--- src/rtl/rom_download_ctrl.sv ---
`timescale 1ns/1ps
// ROM download bridge: queues data_io bytes and writes each one to SDRAM port1 (CPU ROM) or
// port2 (gfx ROM) with a toggle handshake; raises rom_loaded once the last byte is acknowledged.
module rom_download_ctrl #(
    parameter logic [24:0] GFX_BASE   = 25'h00C000,
    parameter int unsigned FIFO_DEPTH = 4,
    parameter logic [7:0]  ROM_INDEX  = 8'd0
) (
    input  logic        clk_49m,
    input  logic        reset,
    input  logic        ioctl_download,
    input  logic [7:0]  ioctl_index,
    input  logic        ioctl_wr,
    input  logic [24:0] ioctl_addr,
    input  logic [7:0]  ioctl_dout,
    output logic        port1_req,
    input  logic        port1_ack,
    output logic [22:0] port1_a,
    output logic [1:0]  port1_ds,
    output logic [15:0] port1_d,
    output logic        port2_req,
    input  logic        port2_ack,
    output logic [22:0] port2_a,
    output logic [1:0]  port2_ds,
    output logic [15:0] port2_d,
    output logic        port_we,
    output logic        busy,
    output logic        overflow,
    output logic        rom_loaded,
    input  logic        core_reset_n,
    output logic        core_run_n
);

    localparam int unsigned PTR_W = $clog2(FIFO_DEPTH);
    localparam logic [PTR_W:0] FULL_COUNT = FIFO_DEPTH[PTR_W:0];

    typedef enum logic [1:0] {StIdle, StIssue, StWait} state_e;
    state_e state_q, state_d;

    logic [32:0]      fifo_mem [FIFO_DEPTH];
    logic [PTR_W-1:0] wr_ptr_q, rd_ptr_q;
    logic [PTR_W:0]   count_q;
    logic             wr_q, dl_q, init_q, sel_q, done_pending_q;
    logic             capture, push, pop, fifo_empty, fifo_full;
    logic             req_done, issue1, issue2, head_gfx;
    logic [24:0]      head_addr;
    logic [7:0]       head_data;
    logic [23:0]      gfx_off;

    assign capture    = ioctl_wr & ~wr_q & ioctl_download & (ioctl_index == ROM_INDEX);
    assign fifo_empty = (count_q == '0);
    assign fifo_full  = (count_q == FULL_COUNT);
    assign push       = capture & ~fifo_full;
    assign head_addr  = fifo_mem[rd_ptr_q][32:8];
    assign head_data  = fifo_mem[rd_ptr_q][7:0];
    assign head_gfx   = (head_addr >= GFX_BASE);
    // Bit 24 of the offset never reaches the port, so subtract on 24 bits.
    assign gfx_off    = head_addr[23:0] - GFX_BASE[23:0];
    assign port_we    = ioctl_download | busy;
    assign core_run_n = core_reset_n & rom_loaded;

    always_ff @(posedge clk_49m) begin
        if (push) begin
            fifo_mem[wr_ptr_q] <= {ioctl_addr, ioctl_dout};
        end
    end

    always_ff @(posedge clk_49m or negedge reset) begin
        if (!reset) begin
            wr_ptr_q <= '0;
            rd_ptr_q <= '0;
            count_q  <= '0;
            wr_q     <= 1'b0;
            overflow <= 1'b0;
        end else begin
            wr_q <= ioctl_wr;
            if (push) begin
                wr_ptr_q <= wr_ptr_q + 1'b1;
            end
            if (pop) begin
                rd_ptr_q <= rd_ptr_q + 1'b1;
            end
            if (push && !pop) begin
                count_q <= count_q + 1'b1;
            end else if (pop && !push) begin
                count_q <= count_q - 1'b1;
            end
            if (capture && fifo_full) begin
                overflow <= 1'b1;
            end
        end
    end

    always_ff @(posedge clk_49m or negedge reset) begin
        if (!reset) begin
            state_q <= StIdle;
        end else begin
            state_q <= state_d;
        end
    end

    always_comb begin
        state_d = state_q;
        case (state_q)
            StIdle:  if (!init_q && !fifo_empty) state_d = StIssue;
            StIssue: state_d = StWait;
            StWait:  if (req_done) state_d = fifo_empty ? StIdle : StIssue;
            default: state_d = StIdle;
        endcase
    end

    always_comb begin
        pop      = (state_q == StIssue);
        issue1   = pop & ~head_gfx;
        issue2   = pop & head_gfx;
        busy     = !fifo_empty || (state_q != StIdle);
        req_done = sel_q ? (port2_req == port2_ack) : (port1_req == port1_ack);
    end

    // A write issued before reset may still be acked, so req follows ack on the first cycle.
    always_ff @(posedge clk_49m or negedge reset) begin
        if (!reset) begin
            init_q    <= 1'b1;
            sel_q     <= 1'b0;
            port1_req <= 1'b0;
            port1_a   <= '0;
            port1_ds  <= '0;
            port1_d   <= '0;
            port2_req <= 1'b0;
            port2_a   <= '0;
            port2_ds  <= '0;
            port2_d   <= '0;
        end else begin
            init_q <= 1'b0;
            if (init_q) begin
                port1_req <= port1_ack;
                port2_req <= port2_ack;
            end
            if (issue1) begin
                sel_q     <= 1'b0;
                port1_req <= ~port1_req;
                port1_a   <= head_addr[23:1];
                port1_ds  <= {head_addr[0], ~head_addr[0]};
                port1_d   <= {head_data, head_data};
            end
            if (issue2) begin
                sel_q     <= 1'b1;
                port2_req <= ~port2_req;
                port2_a   <= {gfx_off[23:15], gfx_off[13:0]};
                port2_ds  <= {~gfx_off[14], gfx_off[14]};
                port2_d   <= {head_data, head_data};
            end
        end
    end

    always_ff @(posedge clk_49m or negedge reset) begin
        if (!reset) begin
            dl_q           <= 1'b0;
            done_pending_q <= 1'b0;
            rom_loaded     <= 1'b0;
        end else begin
            dl_q <= ioctl_download;
            if (ioctl_download && !dl_q) begin
                done_pending_q <= 1'b0;
                rom_loaded     <= 1'b0;
            end else begin
                if (!ioctl_download && dl_q) begin
                    done_pending_q <= 1'b1;
                end
                if (done_pending_q && !busy) begin
                    done_pending_q <= 1'b0;
                    rom_loaded     <= 1'b1;
                end
            end
        end
    end

endmodule

--- config.mk ---
export PLATFORM = sky130hd
export DESIGN_NAME = rom_download_ctrl
export DESIGN_NICKNAME = d
export VERILOG_FILES = /design/src/rtl/rom_download_ctrl.sv
export SDC_FILE = /design/constraint.sdc
export NUM_CORES = 1
export LEC_CHECK = 0
export BUFFER_PORTS_ARGS = -buffer_cell sky130_fd_sc_hd__buf_2
export CORE_MARGIN = 3
export CORE_UTILIZATION = 38
export CTS_BUF_LIST = sky130_fd_sc_hd__clkbuf_8
export CTS_CLUSTER_SIZE = 40
export DETAILED_ROUTE_END_ITERATION = 16
export PLACE_DENSITY = 0.64
export SYNTH_ARGS = -nofsm -noshare
export SYNTH_HDL_FRONTEND = slang
export SYNTH_SLANG_ARGS = --single-unit
--- constraint.sdc ---
create_clock -name clk_49m -period 6.12 [get_ports clk_49m]
set_input_delay 0.918 -clock clk_49m [delete_from_list [all_inputs] [get_ports clk_49m]]
set_output_delay 0.918 -clock clk_49m [all_outputs]
set_load 0.1 [all_outputs]
==> results of run 1 <==
-- worst max-delay path: cells and delay by family (launching register included) --
family / cells / cell delay, ps
multiplexers: 2 / 1030
buffers and inverters: 2 / 930
flip-flops: 1 / 710
AO/OA/AOI/OAI: 1 / 440
AND/OR/NAND/NOR: 2 / 360
-- registers in the layout (all words and copies together), names as in the netlist, 3 cells and up --
register	flops
fifo_mem	132
port1_a	23
port2_a	23
port1_d	8
port2_d	8
count_q	3
-- layout by cell type (no fill, tap or decap), drive strengths merged, types with 4 or more instances in the layout --
cell type	n
a21oi	12
and2	6
buf	140
clkbuf	44
clkinv	9
dfrtp	83
edfxtp	132
ha	7
inv	17
mux2	50
mux2i	4
mux4	33
nand2	7
nor2	15
nor2b	10
nor3	4
xnor2	9
xor2	5
-- metal layers --
| layer | track usage, % | up-vias |
|---|---|---|
| met3 | 3.665 | 34 |
| met4 | 5.214 | 6 |
| li1 | - | 1985 |
| met5 | 0 | - |
| met1 | 18.51 | 2202 |
| met2 | 22.07 | 147 |
-- worst max path at each step --
| stage | startpoint | to | slack, ps | depth (start not counted) |
|---|---|---|---|---|
| finish | rd_ptr_q[0] | port1_ds[1] | 2490 | 7 |
| global route | rd_ptr_q[0] | port1_ds[1] | 2180 | 7 |
| CTS | rd_ptr_q[0] | port1_ds[1] | 2400 | 7 |
| detailed placement | rd_ptr_q[0] | port1_a[7] | 2400 | 7 |
| global placement | rd_ptr_q[0] | port1_d[7] | 2490 | 7 |
| floorplan | ioctl_index[1] | fifo_mem[0][0] | 2820 | 5 |
-- logic make-up (layout without fill, tap and decap cells) --
logic type                 count (synthesis)  count (layout)  synth area share (%)
other                                      1               1               0.04490
and+or+nand+nor                           55              55                 3.626
buffers and inverters                     41             214                 2.861
DFF                                      216             216                 72.64
adders and majority gates                  8               8                 1.288
xor gates and xnor gates                  14              14                 1.468
muxes                                     87              87                 16.12
AOI/OAI and AO/OA                         24              24                 1.948
-- through the flow --
step	utilization [%]	total power, mW	std cells	area (µm²)
final	46.88	5.433	894	9978
after CTS	46.88	5.502	894	9978
after global routing	46.88	5.681	894	9978
after global placement	43.34	4.167	830	9226
after detailed placement	43.34	4.202	830	9226
after floorplan	-	3.821	446	8352
-- cell type report --
| type | instances | area, µm² | area share (%) |
|---|---|---|---|
| tap | 275 | 344.1 | 3.448 |
| inverter | 10 | 37.54 | 0.3762 |
| clock buffer | 44 | 605.6 | 6.069 |
| multi-input combinational | 189 | 2062 | 20.66 |
| timing repair buffer | 140 | 713.2 | 7.147 |
| sequential | 216 | 6070 | 60.83 |
| clock inverter | 20 | 146.4 | 1.467 |
-- report_power, final --
group | internal (mW) | switching [mW] | total (mW)
sequential | 1.72 | 0.185 | 1.90
combinational | 0.546 | 1.70 | 2.24
clock | 0.739 | 0.550 | 1.29
total | 3.00 | 2.43 | 5.43
==> results.sh, run 1 <==
export IMPL_fp_coreArea_mm2=0.02129
export IMPL_slew_headroom_pct=37.29
export IMPL_yosysTopAreaCellShare_pct=47.46
export IMPL_routabilityCongestion=0.7472
export IMPL_area_growth_pct=19.48
export IMPL_portBuffers=136
export IMPL_vias=4374
export IMPL_clock_skew_ps=25.41
export IMPL_synth_common_cells="edfxtp_1, dfrtp_1, mux4_2, mux2_2, mux2_1"
export IMPL_fin_crit_ps=3626
export IMPL_p_per_area_mw_per_mm2=544.5
export IMPL_run_status="finished clean"
export IMPL_finalSetupViolCount=0
export IMPL_syn_nets=502
export IMPL_wl_met1_um=6914
export IMPL_fillCellCount=1795
export IMPL_globalRouteOverflowTotal=0
export IMPL_grt_util_all_layers_pct=13.88
export IMPL_numCtsBuffers=35
export IMPL_cts_setup_buffers=0
export IMPL_fmax_ghz=0.2758
export IMPL_cp_common_cell="buf_4"
export IMPL_fp_dieW_um=154.3
export IMPL_required_ps=6500
export IMPL_avgSynthCellArea_um2=18.73
export IMPL_finalHoldViolations=0
export IMPL_drv_slew=0
export IMPL_grt_pass1_vias=4582
export IMPL_wl_met3_um=1126
export IMPL_clockBufferDepth=3
export IMPL_cts_resized=0
export IMPL_fin_ws_ps=2494
export IMPL_dp_slack_ps=2400
export IMPL_rows=53
export IMPL_endpoint_kind="flop"
export IMPL_wl_per_cell_um=18.16
export IMPL_worstPathMaxFanout=35
export IMPL_r2r_slack_ps=2490
export IMPL_power_leakage_nw=4.059
export IMPL_route_detailed_drc=0
export IMPL_critPathSlowestCell="dfrtp_2"
export IMPL_fin_nets=648
export IMPL_clkTransAtPathRegs_ps=60
export IMPL_ys_top_cells_by_area="edfxtp_1, dfrtp_1, mux4_2"
export IMPL_cts_tree="built"
export IMPL_ys_types=45
export IMPL_die_area_mm2=0.02379
export IMPL_worstSetupStartpointType="flop"
export IMPL_wl_met2_um=7789
export IMPL_ys_seq_area_share_pct=72.64
export IMPL_ant_nets=0
export IMPL_top_layer="met5"
export IMPL_cap_violations=0
export IMPL_first_pass_iters=6
export IMPL_arrival_ps=4010
export IMPL_r2r_start="rd_ptr_q[0]"
export IMPL_hold_slack_ps=389.5
export IMPL_grt_pass1_wl_um=25840
export IMPL_worstSetupPathType="flop to flop"
export IMPL_synth_cells=446
export IMPL_r2r_end="port1_ds[1]"
export IMPL_hp_class="input port to asynchronous set/reset pin"
export IMPL_ys_ff_latch=216
export IMPL_synth_edf_count=132
export IMPL_dr_first_iter_drc_count=239
export IMPL_antenna_cells=0
export IMPL_worstPathCellList="buf_4 > mux4_2 > a211oi_2 > nand2_1 > nor3_4 > buf_4 > mux2_2"
export IMPL_synth_main_ff_cell="edfxtp_1"
export IMPL_antenna_found_initial=3
export IMPL_tightest_slew_ps=940.7
export IMPL_cts_sinks=216
export IMPL_drive_gt1_share_pct=43.13
export IMPL_r2r_cells=7
export IMPL_root_buffer="clkbuf_8"
export IMPL_grt_max_degree=47
export IMPL_period_share_pct=59.24
export IMPL_async_flop_share_pct=38.89
export IMPL_drt_wl_total_um=16240
export IMPL_rsz0062_at_grt="no"
export IMPL_critPathMaxStageDelay_ps=710
export IMPL_start_util_pct=39.23
export IMPL_clkLatencyLatePin_ps=520
export IMPL_hold_buffers=0
export IMPL_synth_top_area_cell="edfxtp_1"
export IMPL_yosysWarnings=0
export IMPL_netlist_area_mm2=0.008352
export IMPL_setup_tns_final_ps=0
export IMPL_ioPinCount=137
export IMPL_fp_dieH_um=154.3
export IMPL_cts_max_level=2
export IMPL_via_per_inst=4.893
export IMPL_dp_hpwl_um=10470
export IMPL_synth_most_common_cell="edfxtp_1"
export IMPL_ir_drop_v=0.0003537
(Power assumes the default switching activity.)
==> run 2, diff against run 1 <==
- PLACE_DENSITY: 0.64 -> 0.67
- clock period: 6.12 -> 2.9 ns (I/O delays scaled with it)
==> results.sh, run 2 (synthesis results as in run 1) <==
export IMPL_swShare_pct=44.51
export IMPL_rows=53
export IMPL_worstPathMaxFanout=35
export IMPL_vias=4450
export IMPL_fp_dieH_um=154.3
export IMPL_fp_coreArea_mm2=0.02129
export IMPL_mostFrequentLayoutCells="buf_2, edfxtp_1, dfrtp_1, clkbuf_8, mux4_2"
export IMPL_route_detailed_drc=0
export IMPL_cts_max_level=2
export IMPL_grt_pass1_wl_um=26300
export IMPL_p_per_area_mw_per_mm2=1135
export IMPL_globalRouteOverflowTotal=0
export IMPL_top_layer="met5"
export IMPL_required_ps=3290
export IMPL_wl_met2_um=7795
export IMPL_grt_pass1_vias=4836
export IMPL_drt_wl_total_um=16290
export IMPL_rsz0062_at_grt="no"
export IMPL_ant_nets=0
export IMPL_cts_resized=0
export IMPL_clockBufferDepth=3
export IMPL_finalCoreUtilization_pct=47.65
export IMPL_via_per_inst=4.842
export IMPL_setup_tns_final_ps=0
export IMPL_first_pass_iters=4
export IMPL_power_frac_seq_pct=33.9
export IMPL_r2r_start="rd_ptr_q[0]"
export IMPL_cap_violations=0
export IMPL_power_switching_mw=5.125
export IMPL_wl_per_cell_um=17.73
export IMPL_dp_hpwl_um=11170
export IMPL_fin_nets=669
export IMPL_multi_input_area_mm2=0.002062
export IMPL_violations="hold timing"
export IMPL_hold_buffers=0
export IMPL_dr_first_iter_drc_count=209
export IMPL_hp_class="input port to asynchronous set/reset pin"
export IMPL_die_area_mm2=0.02379
export IMPL_dp_cells=849
export IMPL_grt_util_all_layers_pct=13.98
export IMPL_antenna_found_initial=5
export IMPL_design_area_mm2=0.01014
export IMPL_area_growth_pct=21.45
export IMPL_power_leakage_nw=4.198
export IMPL_final_common_cell="buf_2"
export IMPL_reg_largest_list="fifo_mem (132), port1_a (23), port2_a (23)"
export IMPL_drive_gt1_share_pct=43.93
export IMPL_fin_crit_ps=2709
export IMPL_grt_max_degree=60
export IMPL_run_status="finished, violations left"
export IMPL_wl_met3_um=1334
export IMPL_cts_setup_buffers=0
export IMPL_period_share_pct=93.42
export IMPL_place_area_mm2=0.009382
export IMPL_clkLatencyLatePin_ps=510
export IMPL_largest_register_ffs=132
export IMPL_fmax_ghz=0.3691
export IMPL_hold_slack_ps=-10.34
export IMPL_worstSetupEndpoint="port1_ds[1]"
export IMPL_fp_dieW_um=154.3
export IMPL_pwr_share_clk_pct=23.3
export IMPL_cts_tree="built"
export IMPL_numCtsBuffers=37
export IMPL_r2r_end="port1_ds[1]"
export IMPL_regMostFlops="fifo_mem"
export IMPL_start_util_pct=39.23
export IMPL_worstSetupPathType="flop to flop"
export IMPL_crit_start="rd_ptr_q[0]"
export IMPL_worstSetupStartpointType="flop"
export IMPL_ioPinCount=137
export IMPL_root_buffer="clkbuf_8"
export IMPL_endpoint_kind="flop"
export IMPL_arrival_ps=3090
export IMPL_wl_met1_um=6821
export IMPL_portBuffers=136
export IMPL_ir_drop_v=0.0009056
export IMPL_r2r_slack_ps=190
export IMPL_final_cells=919
export IMPL_clkTransAtPathRegs_ps=60
export IMPL_drv_slew=0
export IMPL_p_comb_share_pct=42.8
export IMPL_fillCellCount=1808
export IMPL_internal_power_mw=6.389
export IMPL_slew_headroom_pct=48.93
export IMPL_clock_skew_ps=15.48
export IMPL_cts_sinks=216
export IMPL_tightest_slew_ps=766.1
export IMPL_seqCellArea_mm2=0.006070
export IMPL_routabilityCongestion=0.8165
export IMPL_finalSetupViolCount=0
export IMPL_finalHoldViolations=3
export IMPL_r2r_cells=7
## run 2: changes by cell type in the layout (fill, tap and decap cells not counted), moves of 2 or more
cell / change
inv_1: +10
clkinv_2: -4
clkbuf_8: +3
diode_2: +2
clkinv_1: -2
buf_4: +18
## run 2: cell type report
cell class                 instances  share of cell area (%)
antenna                            2                 0.04934
tap                              275                   3.392
timing repair buffer             159                   8.560
multi-input combinational        189                   20.33
inverter                          10                  0.3700
sequential                       216                   59.84
clock inverter                    21                   1.085
clock buffer                      47                   6.377
## run 2: stage by stage
stage | setup slack, ps | power, mW | hold WS (ps)
after floorplan | 81.92 | 8.065 | 139.4
after detailed placement | 166.3 | 8.940 | 469.0
final | 190.8 | 11.51 | -10.34
after global routing | 29.20 | 12.05 | 39.93
after CTS | 151.5 | 11.68 | 5.172
after global placement | 254.0 | 8.843 | 454.1
## run 2: metal layers
layer  up-vias  GRT usage [%]
met2       150          22.77
met1      2231          18.23
met3        35          4.197
met5         -              0
li1       2024              -
met4        10          4.247
## run 2: power groups by stage
stage / registers [mW] / logic, mW / clock network [mW]
detailed placement: 3.97 / 4.97 / 0
global placement: 3.94 / 4.91 / 0
global route: 3.96 / 5.16 / 2.93
finish: 3.91 / 4.93 / 2.68
floorplan: 5.92 / 2.15 / 0
CTS: 3.91 / 4.99 / 2.78
## run 2: critical path, cell delays in order (launching register included)
cell	delay, ps
dfrtp_2	560
buf_4	220
mux4_2	560
a211oi_2	260
nand2_1	170
nor3_4	180
buf_12	270
mux2_2	370
## run 2: how the worst min path moves through the flow
stage | depth (start not counted) | from | end | slack [ps]
floorplan | 0 | reset | count_q[0] | 140
global placement | 1 | done_pending_q | done_pending_q | 450
detailed placement | 1 | overflow | overflow | 470
CTS | 1 | reset | port2_d[12] | 5
global route | 1 | reset | port2_d[12] | 40
finish | 1 | reset | port2_d[12] | -10
==> run 3, diff against run 2 <==
- ABC_AREA: not set -> 0
- CORE_UTILIZATION: 38 -> 42
- CTS_CLUSTER_DIAMETER: not set -> 200
- PLACE_DENSITY: 0.67 -> 0.72
==> results.sh, run 3 (synthesis results as in run 1) <==
export IMPL_numCtsBuffers=9
export IMPL_root_buffer="clkbuf_8"
export IMPL_worstSetupPathType="flop to flop"
export IMPL_wl_met1_um=6992
export IMPL_grt_max_degree=46
export IMPL_period_share_pct=91.95
export IMPL_wl_per_cell_um=18.79
export IMPL_grt_pass1_wl_um=25990
export IMPL_drive_gt1_share_pct=40.99
export IMPL_slew_headroom_pct=60.27
export IMPL_mostFrequentLayoutCells="buf_2, edfxtp_1, dfrtp_1, mux4_2, mux2_2"
export IMPL_place_area_mm2=0.009443
export IMPL_dr_first_iter_drc_count=186
export IMPL_clock_skew_ps=49.48
export IMPL_ir_drop_v=0.0008241
export IMPL_drv_slew=0
export IMPL_first_pass_iters=4
export IMPL_worstPathMaxFanout=20
export IMPL_seqCellArea_mm2=0.006070
export IMPL_via_per_inst=4.988
export IMPL_tightest_slew_ps=596.0
export IMPL_hold_slack_ps=40.38
export IMPL_required_ps=3290
export IMPL_power_leakage_nw=3.869
export IMPL_clkTransAtPathRegs_ps=220
export IMPL_cts_sinks=216
export IMPL_cts_max_level=1
export IMPL_cp_common_cell="buf_12"
export IMPL_die_area_mm2=0.02161
export IMPL_finalSetupViolCount=0
export IMPL_route_detailed_drc=0
export IMPL_wl_met3_um=999
export IMPL_start_util_pct=43.63
export IMPL_fin_ws_ps=233.6
export IMPL_critPathMaxStageDelay_ps=580
export IMPL_area_growth_pct=15.31
export IMPL_fin_nets=642
export IMPL_ant_nets=0
export IMPL_rows=50
export IMPL_run_status="finished clean"
export IMPL_fin_crit_ps=2666
export IMPL_design_area_mm2=0.009630
export IMPL_fp_coreArea_mm2=0.01914
export IMPL_portBuffers=136
export IMPL_critPathSlowestCell="mux4_2"
export IMPL_regMostFlops="fifo_mem"
export IMPL_fp_dieH_um=147.0
export IMPL_critPathBufInv=2
export IMPL_fillCellCount=1625
export IMPL_top_layer="met5"
export IMPL_largest_register_ffs=132
export IMPL_drt_wl_total_um=15960
export IMPL_endpoint_kind="flop"
export IMPL_arrival_ps=3050
export IMPL_fp_dieW_um=147.0
export IMPL_vias=4235
export IMPL_cts_tree="built"
export IMPL_fmax_ghz=0.3750
export IMPL_setup_tns_final_ps=0
export IMPL_grt_pass1_vias=4726
export IMPL_ioPinCount=137
export IMPL_globalRouteOverflowTotal=0
export IMPL_multi_input_area_mm2=0.002062
export IMPL_clkLatencyLatePin_ps=530
export IMPL_cap_violations=0
export IMPL_cp_top_family="multiplexers"
export IMPL_antenna_found_initial=3
export IMPL_wl_met2_um=7665
export IMPL_routabilityCongestion=0.7535
export IMPL_final_common_cell="buf_2"
export IMPL_clockBufferDepth=3
export IMPL_rsz0062_at_grt="no"
export IMPL_dp_slack_ps=175.7
export IMPL_p_per_area_mw_per_mm2=1042
export IMPL_p_total_mw=10.03
export IMPL_reg_largest_list="fifo_mem (132), port1_a (23), port2_a (23)"
export IMPL_grt_util_all_layers_pct=15.00
export IMPL_dp_hpwl_um=11190
export IMPL_hp_class="input port to flop"
export IMPL_worstPathCellList="buf_12 > mux4_2 > a211oi_2 > nand2_1 > nor3_4 > buf_12 > mux2_1"
export IMPL_worstSetupStartpointType="flop"
export IMPL_finalHoldViolations=0
run 3: changes by cell type in the layout (fill, tap and decap cells not counted):
cell	previous run	this run
buf_4	23	15
inv_1	26	12
clkinv_2	1	0
bufinv_16	1	0
clkbuf_8	47	9
clkinv_1	2	1
buf_12	1	8
dlygate4sd3_1	0	2
diode_2	2	1
clkinv_16	0	1
clkinvlp_4	1	0
run 3: through the flow:
step,util [%],instances
4_1_cts,50.29,848
6_report,50.31,849
3_5_place_dp,49.33,833
3_3_place_gp,49.33,833
5_1_grt,50.31,849
2_1_floorplan,-,446
run 3: repair_timing:
| action | CTS | global route |
|---|---|---|
| gates resized for setup | 0 | 0 |
| setup buffers | 0 | 0 |
| hold buffers | 2 | 0 |
| endpoints found under the hold margin | 44 | 0 |
run 3: final cells by class:
cell class	instances	share of cell area, %
clock inverters	4	0.4287
inverters	10	0.3898
well taps	260	3.378
clock buffers	9	1.286
repair buffers	160	10.06
flip-flops and latches	216	63.02
diodes	1	0.02598
multi-input cells	189	21.41
run 3: per-layer routing:
metal | vias up | GRT usage (%)
li1 | 1941 | -
met1 | 2148 | 20.23
met2 | 121 | 25.33
met3 | 21 | 3.455
met4 | 4 | 3.029
met5 | - | 0
run 3: final timing paths:
check / cells past startpoint / start / slack, ps / end
worst max-delay path: 7 / rd_ptr_q[0] / 230 / port1_a[2]
worst min-delay path: 1 / ioctl_download / 40 / dl_q
worst max register to register: 7 / rd_ptr_q[0] / 230 / port1_a[2]
worst min register to register: 1 / done_pending_q / 490 / done_pending_q
max in group asynchronous: 3 / reset / 1780 / port1_a[2]
min in group asynchronous: 2 / reset / 430 / port2_ds[1]
run 3: report_power, final:
| part | internal [mW] | switching (mW) |
|---|---|---|
| Sequential | 3.62 | 0.288 |
| Combinational | 1.24 | 3.72 |
| Clock | 0.312 | 0.860 |
